--- src/rtl/foreground_prefetch_scheduler.sv ---
`default_nettype none
// ============================================================================
// Module      : foreground_prefetch_scheduler
// Description : Turns visible line starts from the video timing generator into
//               one-cycle prefetch start pulses (with target y) for the
//               foreground object-scanline prefetch unit. Tracks the unit's
//               busy handshake, keeps at most one request pending, and counts
//               requests that had to be dropped.
// Ports       : gpu_clk, rst_n (sync, active-low)
//               enable_i, line_start_i, display_y_i[7:0]  - line requests
//               prefetch_busy_i                            - unit handshake
//               clear_stats_i                              - zero statistics
//               prefetch_start_o, prefetch_y_o[7:0]        - issue to unit
//               busy_o, drop_o, drop_count_o[7:0], timeout_o - status
// Revision    : 1.0 - initial release
// ============================================================================
module foreground_prefetch_scheduler #(
    parameter int NUM_LINES   = 240,
    parameter int LOOKAHEAD   = 1,
    parameter int ACK_TIMEOUT = 4
) (
    input  logic       gpu_clk,
    input  logic       rst_n,
    input  logic       enable_i,
    input  logic       line_start_i,
    input  logic [7:0] display_y_i,
    input  logic       prefetch_busy_i,
    input  logic       clear_stats_i,
    output logic       prefetch_start_o,
    output logic [7:0] prefetch_y_o,
    output logic       busy_o,
    output logic       drop_o,
    output logic [7:0] drop_count_o,
    output logic       timeout_o
);

    localparam int C_CNT_W = (ACK_TIMEOUT < 1) ? 1 : $clog2(ACK_TIMEOUT + 1);

    localparam logic [1:0] C_ST_IDLE      = 2'd0;
    localparam logic [1:0] C_ST_ISSUE     = 2'd1;
    localparam logic [1:0] C_ST_WAIT_ACK  = 2'd2;
    localparam logic [1:0] C_ST_WAIT_DONE = 2'd3;

    logic [1:0]         state_q,      state_d;
    logic               pend_v_q,     pend_v_d;
    logic [7:0]         pend_y_q,     pend_y_d;
    logic [C_CNT_W-1:0] cnt_q,        cnt_d;
    logic               start_q,      start_d;
    logic [7:0]         y_q,          y_d;
    logic               busy_q,       busy_d;
    logic               drop_q,       drop_d;
    logic [7:0]         drop_cnt_q,   drop_cnt_d;
    logic               timeout_q,    timeout_d;

    logic [8:0] w_sum;
    logic [7:0] w_target;
    logic       w_req;
    logic       w_pend_live;
    logic       w_issue;
    logic       w_issue_new;
    logic       w_slot_write;
    logic       w_drop;

    // Target line: add at 9 bits so y + LOOKAHEAD cannot overflow before the
    // wrap compare, then fold back into the visible range.
    always_comb begin
        w_sum = {1'b0, display_y_i} + 9'(LOOKAHEAD);
        if (w_sum >= 9'(NUM_LINES)) begin
            w_target = 8'(w_sum - 9'(NUM_LINES));
        end else begin
            w_target = 8'(w_sum);
        end
    end

    // Vblank lines (y >= NUM_LINES) are dropped here without any trace.
    assign w_req = line_start_i & enable_i & ({1'b0, display_y_i} < 9'(NUM_LINES));

    // A disabled scheduler discards its pending entry, so treat it as gone
    // in the same cycle rather than letting it issue.
    assign w_pend_live = pend_v_q & enable_i;

    assign w_issue      = (state_q == C_ST_IDLE) & ~prefetch_busy_i & (w_pend_live | w_req);
    // The new request goes straight out only when nothing is queued ahead.
    assign w_issue_new  = w_issue & ~w_pend_live;
    assign w_slot_write = w_req & ~w_issue_new;
    // Issuing the pending entry frees the slot, so the new request replacing
    // it in the same cycle is not a drop.
    assign w_drop       = w_slot_write & w_pend_live & ~w_issue;

    always_comb begin
        state_d    = state_q;
        pend_v_d   = pend_v_q;
        pend_y_d   = pend_y_q;
        cnt_d      = cnt_q;
        start_d    = 1'b0;
        y_d        = y_q;
        drop_d     = 1'b0;
        drop_cnt_d = drop_cnt_q;
        timeout_d  = timeout_q;

        case (state_q)
            C_ST_IDLE: begin
                if (w_issue) begin
                    state_d = C_ST_ISSUE;
                    start_d = 1'b1;
                    y_d     = w_pend_live ? pend_y_q : w_target;
                end
            end
            C_ST_ISSUE: begin
                state_d = C_ST_WAIT_ACK;
                cnt_d   = C_CNT_W'(ACK_TIMEOUT);
            end
            C_ST_WAIT_ACK: begin
                if (prefetch_busy_i) begin
                    state_d = C_ST_WAIT_DONE;
                end else if (cnt_q <= C_CNT_W'(1)) begin
                    // Last cycle of the ack window expired without busy.
                    cnt_d     = '0;
                    timeout_d = 1'b1;
                    state_d   = C_ST_IDLE;
                end else begin
                    cnt_d = cnt_q - C_CNT_W'(1);
                end
            end
            C_ST_WAIT_DONE: begin
                if (!prefetch_busy_i) begin
                    state_d = C_ST_IDLE;
                end
            end
            default: begin
                state_d = C_ST_IDLE;
            end
        endcase

        if (!enable_i) begin
            pend_v_d = 1'b0;
        end else if (w_slot_write) begin
            pend_v_d = 1'b1;
            pend_y_d = w_target;
        end else if (w_issue) begin
            pend_v_d = 1'b0;
        end

        if (w_drop) begin
            drop_d = 1'b1;
            if (drop_cnt_q != 8'hFF) begin
                drop_cnt_d = drop_cnt_q + 8'd1;
            end
        end

        // Clear takes priority over a drop or timeout in the same cycle.
        if (clear_stats_i) begin
            drop_cnt_d = 8'd0;
            timeout_d  = 1'b0;
        end

        // Reflects the current (registered) state, so it trails by a cycle.
        busy_d = (state_q != C_ST_IDLE) | pend_v_q;
    end

    always_ff @(posedge gpu_clk) begin
        if (!rst_n) begin
            state_q    <= C_ST_IDLE;
            pend_v_q   <= 1'b0;
            pend_y_q   <= 8'd0;
            cnt_q      <= '0;
            start_q    <= 1'b0;
            y_q        <= 8'd0;
            busy_q     <= 1'b0;
            drop_q     <= 1'b0;
            drop_cnt_q <= 8'd0;
            timeout_q  <= 1'b0;
        end else begin
            state_q    <= state_d;
            pend_v_q   <= pend_v_d;
            pend_y_q   <= pend_y_d;
            cnt_q      <= cnt_d;
            start_q    <= start_d;
            y_q        <= y_d;
            busy_q     <= busy_d;
            drop_q     <= drop_d;
            drop_cnt_q <= drop_cnt_d;
            timeout_q  <= timeout_d;
        end
    end

    assign prefetch_start_o = start_q;
    assign prefetch_y_o     = y_q;
    assign busy_o           = busy_q;
    assign drop_o           = drop_q;
    assign drop_count_o     = drop_cnt_q;
    assign timeout_o        = timeout_q;

endmodule
`default_nettype wire

--- config.mk ---
export PLATFORM = sky130hd
export DESIGN_NAME = foreground_prefetch_scheduler
export DESIGN_NICKNAME = d
export VERILOG_FILES = /design/src/rtl/foreground_prefetch_scheduler.sv
export SDC_FILE = /design/constraint.sdc
export NUM_CORES = 1
export LEC_CHECK = 0
export ABC_CLOCK_PERIOD_IN_PS = 5600
export CAP_MARGIN = 10
export CORE_ASPECT_RATIO = 1.75
export CORE_MARGIN = 5
export CORE_UTILIZATION = 40
export CTS_CLUSTER_DIAMETER = 200
export DETAILED_ROUTE_END_ITERATION = 10
export PLACE_DENSITY = 0.71
export SYNTH_ARGS = -nofsm -noshare
export SYNTH_HDL_FRONTEND = slang
export SYNTH_SLANG_ARGS = --single-unit
--- constraint.sdc ---
create_clock -name gpu_clk -period 5.6 [get_ports gpu_clk]
set_input_delay 1.12 -clock gpu_clk [delete_from_list [all_inputs] [get_ports gpu_clk]]
set_output_delay 1.12 -clock gpu_clk [all_outputs]
set_load 0.05 [all_outputs]
==> impl_metrics.csv, run 1 <==
group,metric,value,unit
floorplan,num_rows,34,
run_status,status,"finished clean",
worst_setup_path,crit_required,5.79,ns
layout,layout-drive-gt1-share,7.92,%
logic_synthesis,yosysUniqueCellTypes,56,
clock_network,cts-buffers-inserted,5,
layout,multi_input_area,1220,um2
logic_synthesis,synthArstFlopShare,0,%
place,place_inst,311,
worst_setup_path,criticalPathCategory,"primary input to register",
clock_network,cts_hold_buf,0,
sta,worstMarginPinSlew,0.633,ns
layout,layout.nets,284,
logic_synthesis,synth_top_area_share,33.7,%
power,power_density,221,nW/um2
logic_synthesis,synth_most_common_cell,"dfxtp_1",
clock_network,tritoncts,"built",
global_routing,grt_pass1_wl,8260,um
logic_synthesis,synthFlopType,"dfxtp_1",
clock_network,ctsResizeCount,0,
floorplan,fp.dieW,63.7,um
layout,fill_cells,471,
clock_network,clock_path_buffers,2,
sta,setup_violations,0,
logic_synthesis,ys_ff_latch,34,
power,p_leak,0.862,nW
place,hpwl,3480,um
sta,tns,0,ns
sta,maxSlewHeadroom,57.5,%
layout,diodes,0,
global_routing,track_usage,14.8,%
sta,finalMaxSlewViolations,0,
routing,num_vias,1803,
clock_network,clock_sinks,34,
logic_synthesis,synth_cells,241,
place,dpl_cell_area,2320,um2
global_routing,antenna_found_initial,0,
sta,period_minus_slack,3.59,ns
logic_synthesis,ys_seq_area_share,33.7,%
global_routing,grt_max_degree,18,
logic_synthesis,syn-mean-instance-area,8.37,um2
place,gp_congestion,0.846,
routing,drtIter0Drc,73,
layout,regArea,681,um2
worst_setup_path,arrival,3.78,ns
logic_synthesis,syn_area,2020,um2
sta,fin_crit_sh,64.2,%
sta,finalClockSkew,0.000962,ns
worst_setup_path,cp-end-kind,"register",
logic_synthesis,synth_top_area_cell,"dfxtp_1",
routing,drtAntennaViolNets,0,
worst_setup_path,start_kind,"primary input",
clock_network,clk_pin_slew,0.07,ns
layout,instances_no_fill,319,
place,io_buffers,33,
floorplan,initial_core_util,40.9,%
worst_setup_path,worst-path-max-fanout,9,
logic_synthesis,yosys_warnings,0,
logic_synthesis,synth-edff-count,0,
flow_run,drv_cap,0,
global_routing,grt-ovfl-total,0,
layout,layout-area-overhead-vs-synth,19.3,%
floorplan,core,4930,um2
routing,drcViolationCount,0,
logic_synthesis,synth_area_leaders,"dfxtp_1 (34%), nor2_1 (5.6%), nand2_1 (4.3%)",
logic_synthesis,yosys-top-cells-count,"dfxtp_1 (34), nor2_1 (30), nand2_1 (23), a21oi_1 (15), nand4_1 (9)",
min_path,hp-class,"register to register",
floorplan,die_h,104,um
global_routing,grt_pass1_vias,1814,
floorplan,die_area,6620,um2
routing,wl_per_cell,14.6,um
sta,rsz0062_at_grt,"no",
clock_network,clock_latency,0.28,ns
floorplan,ios,34,
layout,final_area,2410,um2
logic_synthesis,syn_nets,261,
power,ir_drop,195,uV
clock_network,htreeDepth,2,
sta,max_freq,0.278,GHz
routing,firstDrtPassIters,4,
clock_network,root_buffer,"clkbuf_8",
clock_network,post_cts_buffers,0,
routing,vias_per_cell,5.65,
routing,routed_wl,4650,um
sta,hold_viol,0,
[layer usage]
layer / routed length (um) / part of all wire [%] / up-vias / track usage (%)
li1: - / - / 905 / -
met1: 1870 / 40 / 847 / 16.9
met2: 2470 / 53 / 42 / 25.4
met3: 202 / 4.3 / 9 / 3.35
met4: 110 / 2.4 / 0 / 7.13
met5: 0 / 0 / - / 0
[critical path: stages]
cell	delay, ns
clkdlybuf4s50_1	0.63
ha_1	0.31
and3_4	0.26
xnor2_1	0.10
inv_1	0.14
ha_1	0.22
nand2_1	0.07
o31ai_1	0.25
a21oi_2	0.11
o21bai_4	0.21
nor2b_1	0.15
o41ai_2	0.19
[cell families after synthesis]
logic type | count (synthesis) | share of synthesized area [%]
adder cells (fa/ha/maj) | 7 | 4.22
AO/OA/AOI/OAI | 58 | 22.1
AND/OR/NAND/NOR | 102 | 25.6
buffers and inverters | 22 | 5.89
multiplexers | 5 | 2.48
flip-flops | 34 | 33.7
XOR/XNOR | 13 | 6.01
[sequential cells by signal, summed over array words and instances (netlist names)]
signal            cells
busy_o                1
cnt_q                 3
drop_count_o          8
drop_o                1
pend_v_q              1
pend_y_q              8
prefetch_start_o      1
prefetch_y_o          8
state_q               2
timeout_o             1
[layout make-up]
| type | count | area share (%) |
|---|---|---|
| Inverter | 5 | 0.780 |
| Tap cell | 54 | 2.81 |
| Multi-Input combinational cell | 185 | 50.6 |
| Clock inverter | 1 | 0.208 |
| Timing Repair Buffer | 33 | 13.7 |
| Sequential cell | 34 | 28.3 |
| Clock buffer | 7 | 3.59 |
[cells in the final DEF, fill, tap and decap left out, types with 2 or more instances in the layout]
cell / n
nand4_1: 9
dfxtp_1: 34
inv_1: 4
clkdlybuf4s50_1: 33
or3_1: 2
nand4b_1: 2
and3_1: 7
o21ai_0: 7
o21a_1: 4
ha_1: 6
a211oi_1: 4
nor2_1: 30
nand2_1: 23
xor2_1: 7
nand2b_1: 4
a21oi_1: 15
nand3_1: 8
a22oi_1: 2
and2_1: 4
o41ai_2: 2
mux2i_1: 5
a31oi_1: 4
xnor2_1: 5
nor3_1: 6
clkbuf_8: 6
o211ai_1: 4
[metrics by stage]
step	hold slack [ns]	total power, mW	util (%)	setup WS [ns]
after floorplan	0.452	0.329	-	2.58
after global placement	0.441	0.354	46.9	1.80
after detailed placement	0.445	0.355	46.9	1.71
after CTS	0.455	0.538	48.8	2.00
after global routing	0.468	0.559	48.8	1.72
final	0.450	0.533	48.8	2.01
[worst paths after layout]
| check | slack [ns] | cells after the start | end | startpoint |
|---|---|---|---|---|
| worst min-delay path | 0.45 | 2 | prefetch_y_o[2] | prefetch_y_o[2] |
| worst max-delay path | 2.01 | 12 | pend_y_q[5] | display_y_i[0] |
| worst min register to register | 0.45 | 2 | prefetch_y_o[2] | prefetch_y_o[2] |
| worst max register to register | 3.71 | 4 | prefetch_y_o[1] | state_q[1] |
[where the power goes]
group	internal [mW]	total [mW]	switching [mW]	leakage [nW]
Clock	0.0991	0.183	0.0838	0.0482
Combinational	0.0359	0.0926	0.0567	0.537
Sequential	0.251	0.257	0.00659	0.276
Power figures use the tool's default switching activity.
==> run 2: changes to the inputs <==
- ABC_CLOCK_PERIOD_IN_PS: 5600 -> 2900
- PLACE_DENSITY: 0.71 -> 0.73
- clock period: 5.6 -> 2.9 ns (I/O delays scaled with it)
==> run 2 against run 1 <==
Final cell count up 5.6%. Sequential power up 93%. Clock skew up 0.0053 ns. Wire length up 3.8%. Hold slack better by 0.0020 ns. Largest power group is now clock. Global-route usage up 0.41 points. Final area up 7.7%. First-iteration DRC count up 26%. Critical path type unchanged.
==> impl_metrics.csv, run 2 (same netlist as run 1, synthesis figures left out) <==
group,metric,value,unit
run_status,status,"finished clean",
worst_setup_path,reg2regPathDepth,6,
clock_network,tritoncts,"built",
clock_network,root_buffer,"clkbuf_8",
power,net-switching-power,0.301,mW
worst_setup_path,startpoint,"display_y_i[0]",
floorplan,initial_core_util,40.9,%
sta,finalWorstSetupSlack,0.208,ns
clock_network,cts-buffers-inserted,5,
routing,firstDrtPassIters,4,
clock_network,clk_pin_slew,0.07,ns
power,switching_share,24.4,%
routing,wl_per_cell,14.3,um
clock_network,clock_latency,0.29,ns
sta,worst_hold_slack,0.452,ns
routing,drcViolationCount,0,
worst_setup_path,worst_r2r_startpoint,"state_q[1]",
sta,worstMarginPinSlew,0.600,ns
floorplan,fp.dieW,63.7,um
min_path,hold_depth,2,
layout,fill_cells,480,
global_routing,grt_max_degree,15,
worst_setup_path,criticalPathCategory,"primary input to register",
layout,final_common_cell,"dfxtp_1",
worst_setup_path,worst-path-max-fanout,8,
power,clockPowerShare,43.8,%
layout,layout.nets,302,
layout,regArea,681,um2
global_routing,antenna_found_initial,0,
layout,multi_input_area,1220,um2
power,p_int,0.936,mW
worst_setup_path,arrival,2.89,ns
global_routing,grt_pass1_vias,1795,
place,gp_congestion,0.895,
sta,hold_viol,0,
sta,rsz0062_at_grt,"no",
layout,final_util,52.6,%
sta,setup_violations,0,
sta,maxSlewHeadroom,59.7,%
routing,drtIter0Drc,92,
worst_setup_path,start_kind,"primary input",
clock_network,clock_sinks,34,
global_routing,track_usage,15.2,%
sta,fin_crit_sh,92.8,%
power,ir_drop,431,uV
power,power,1.24,mW
clock_network,post_cts_buffers,0,
place,post-place-ws,-0.0743,ns
clock_network,cts_hold_buf,0,
flow_run,drv_cap,0,
power,power_frac_seq,40.1,%
layout,layout-area-overhead-vs-synth,28.5,%
sta,max_freq,0.371,GHz
sta,tns,0,ns
layout,diodes,0,
routing,routed_wl,4830,um
power,power_density,477,nW/um2
place,io_buffers,33,
routing,drtAntennaViolNets,0,
power,p_leak,0.973,nW
min_path,hold_start,"prefetch_y_o[2]",
floorplan,die_area,6620,um2
min_path,hp-class,"register to register",
clock_network,ctsResizeCount,0,
sta,finalClockSkew,0.00623,ns
global_routing,grt_pass1_wl,8250,um
routing,vias_per_cell,5.47,
layout,layout-drive-gt1-share,14.1,%
floorplan,die_h,104,um
global_routing,grt-ovfl-total,0,
worst_setup_path,crit_required,3.10,ns
power,comb_power_share,16.1,%
floorplan,core,4930,um2
place,hpwl,3670,um
clock_network,htreeDepth,2,
sta,period_minus_slack,2.69,ns
floorplan,ios,34,
clock_network,clock_path_buffers,2,
worst_setup_path,cp-end-kind,"register",
routing,num_vias,1845,
sta,finalMaxSlewViolations,0,
floorplan,num_rows,34,
layout,layout_common_cells,"dfxtp_1 (34), clkdlybuf4s50_1 (33), nor2_1 (30), nand2_1 (23), buf_4 (18)",
[run 2: through the flow]
step	instance area, um2	instances
after detailed placement	2450	329
after global routing	2590	337
after floorplan	2020	241
final	2590	337
after CTS	2590	337
after global placement	2450	329
[run 2: cell type report]
cell class	instances	share of cell area, %
timing repair buffer	51	17.9
sequential	34	26.2
clock inverter	2	2.32
multi-input combinational	185	47.0
inverter	5	0.724
clock buffer	6	3.18
tap	54	2.60
[run 2: metal layers]
| metal | global-route usage [%] | wire length (um) |
|---|---|---|
| met1 | 16.8 | 1900 |
| met2 | 26.7 | 2650 |
| met3 | 3.24 | 210 |
| met4 | 7.28 | 76 |
| met5 | 0 | 0 |
[run 2: critical path, cell delays in order]
cell	delay, ns
clkdlybuf4s50_1	0.44
ha_1	0.23
and3_4	0.19
xnor2_1	0.14
inv_1	0.09
ha_1	0.19
nand2_1	0.07
o31ai_1	0.27
a21oi_2	0.12
o21bai_4	0.21
nor2b_1	0.16
o41ai_2	0.20
[run 2: worst paths after layout]
path	end	slack [ns]
setup / recovery	pend_y_q[5]	0.21
setup reg to reg	drop_count_o[7]	1.07
hold / removal	prefetch_y_o[2]	0.45
hold reg to reg	prefetch_y_o[2]	0.45
[run 2: power groups by stage]
stage | clock network, mW | registers [mW] | logic (mW)
6_report | 0.542 | 0.497 | 0.199
5_1_grt | 0.571 | 0.499 | 0.218
4_1_cts | 0.557 | 0.497 | 0.200
3_5_place_dp | 0 | 0.507 | 0.199
3_3_place_gp | 0 | 0.507 | 0.195
2_1_floorplan | 0 | 0.525 | 0.110
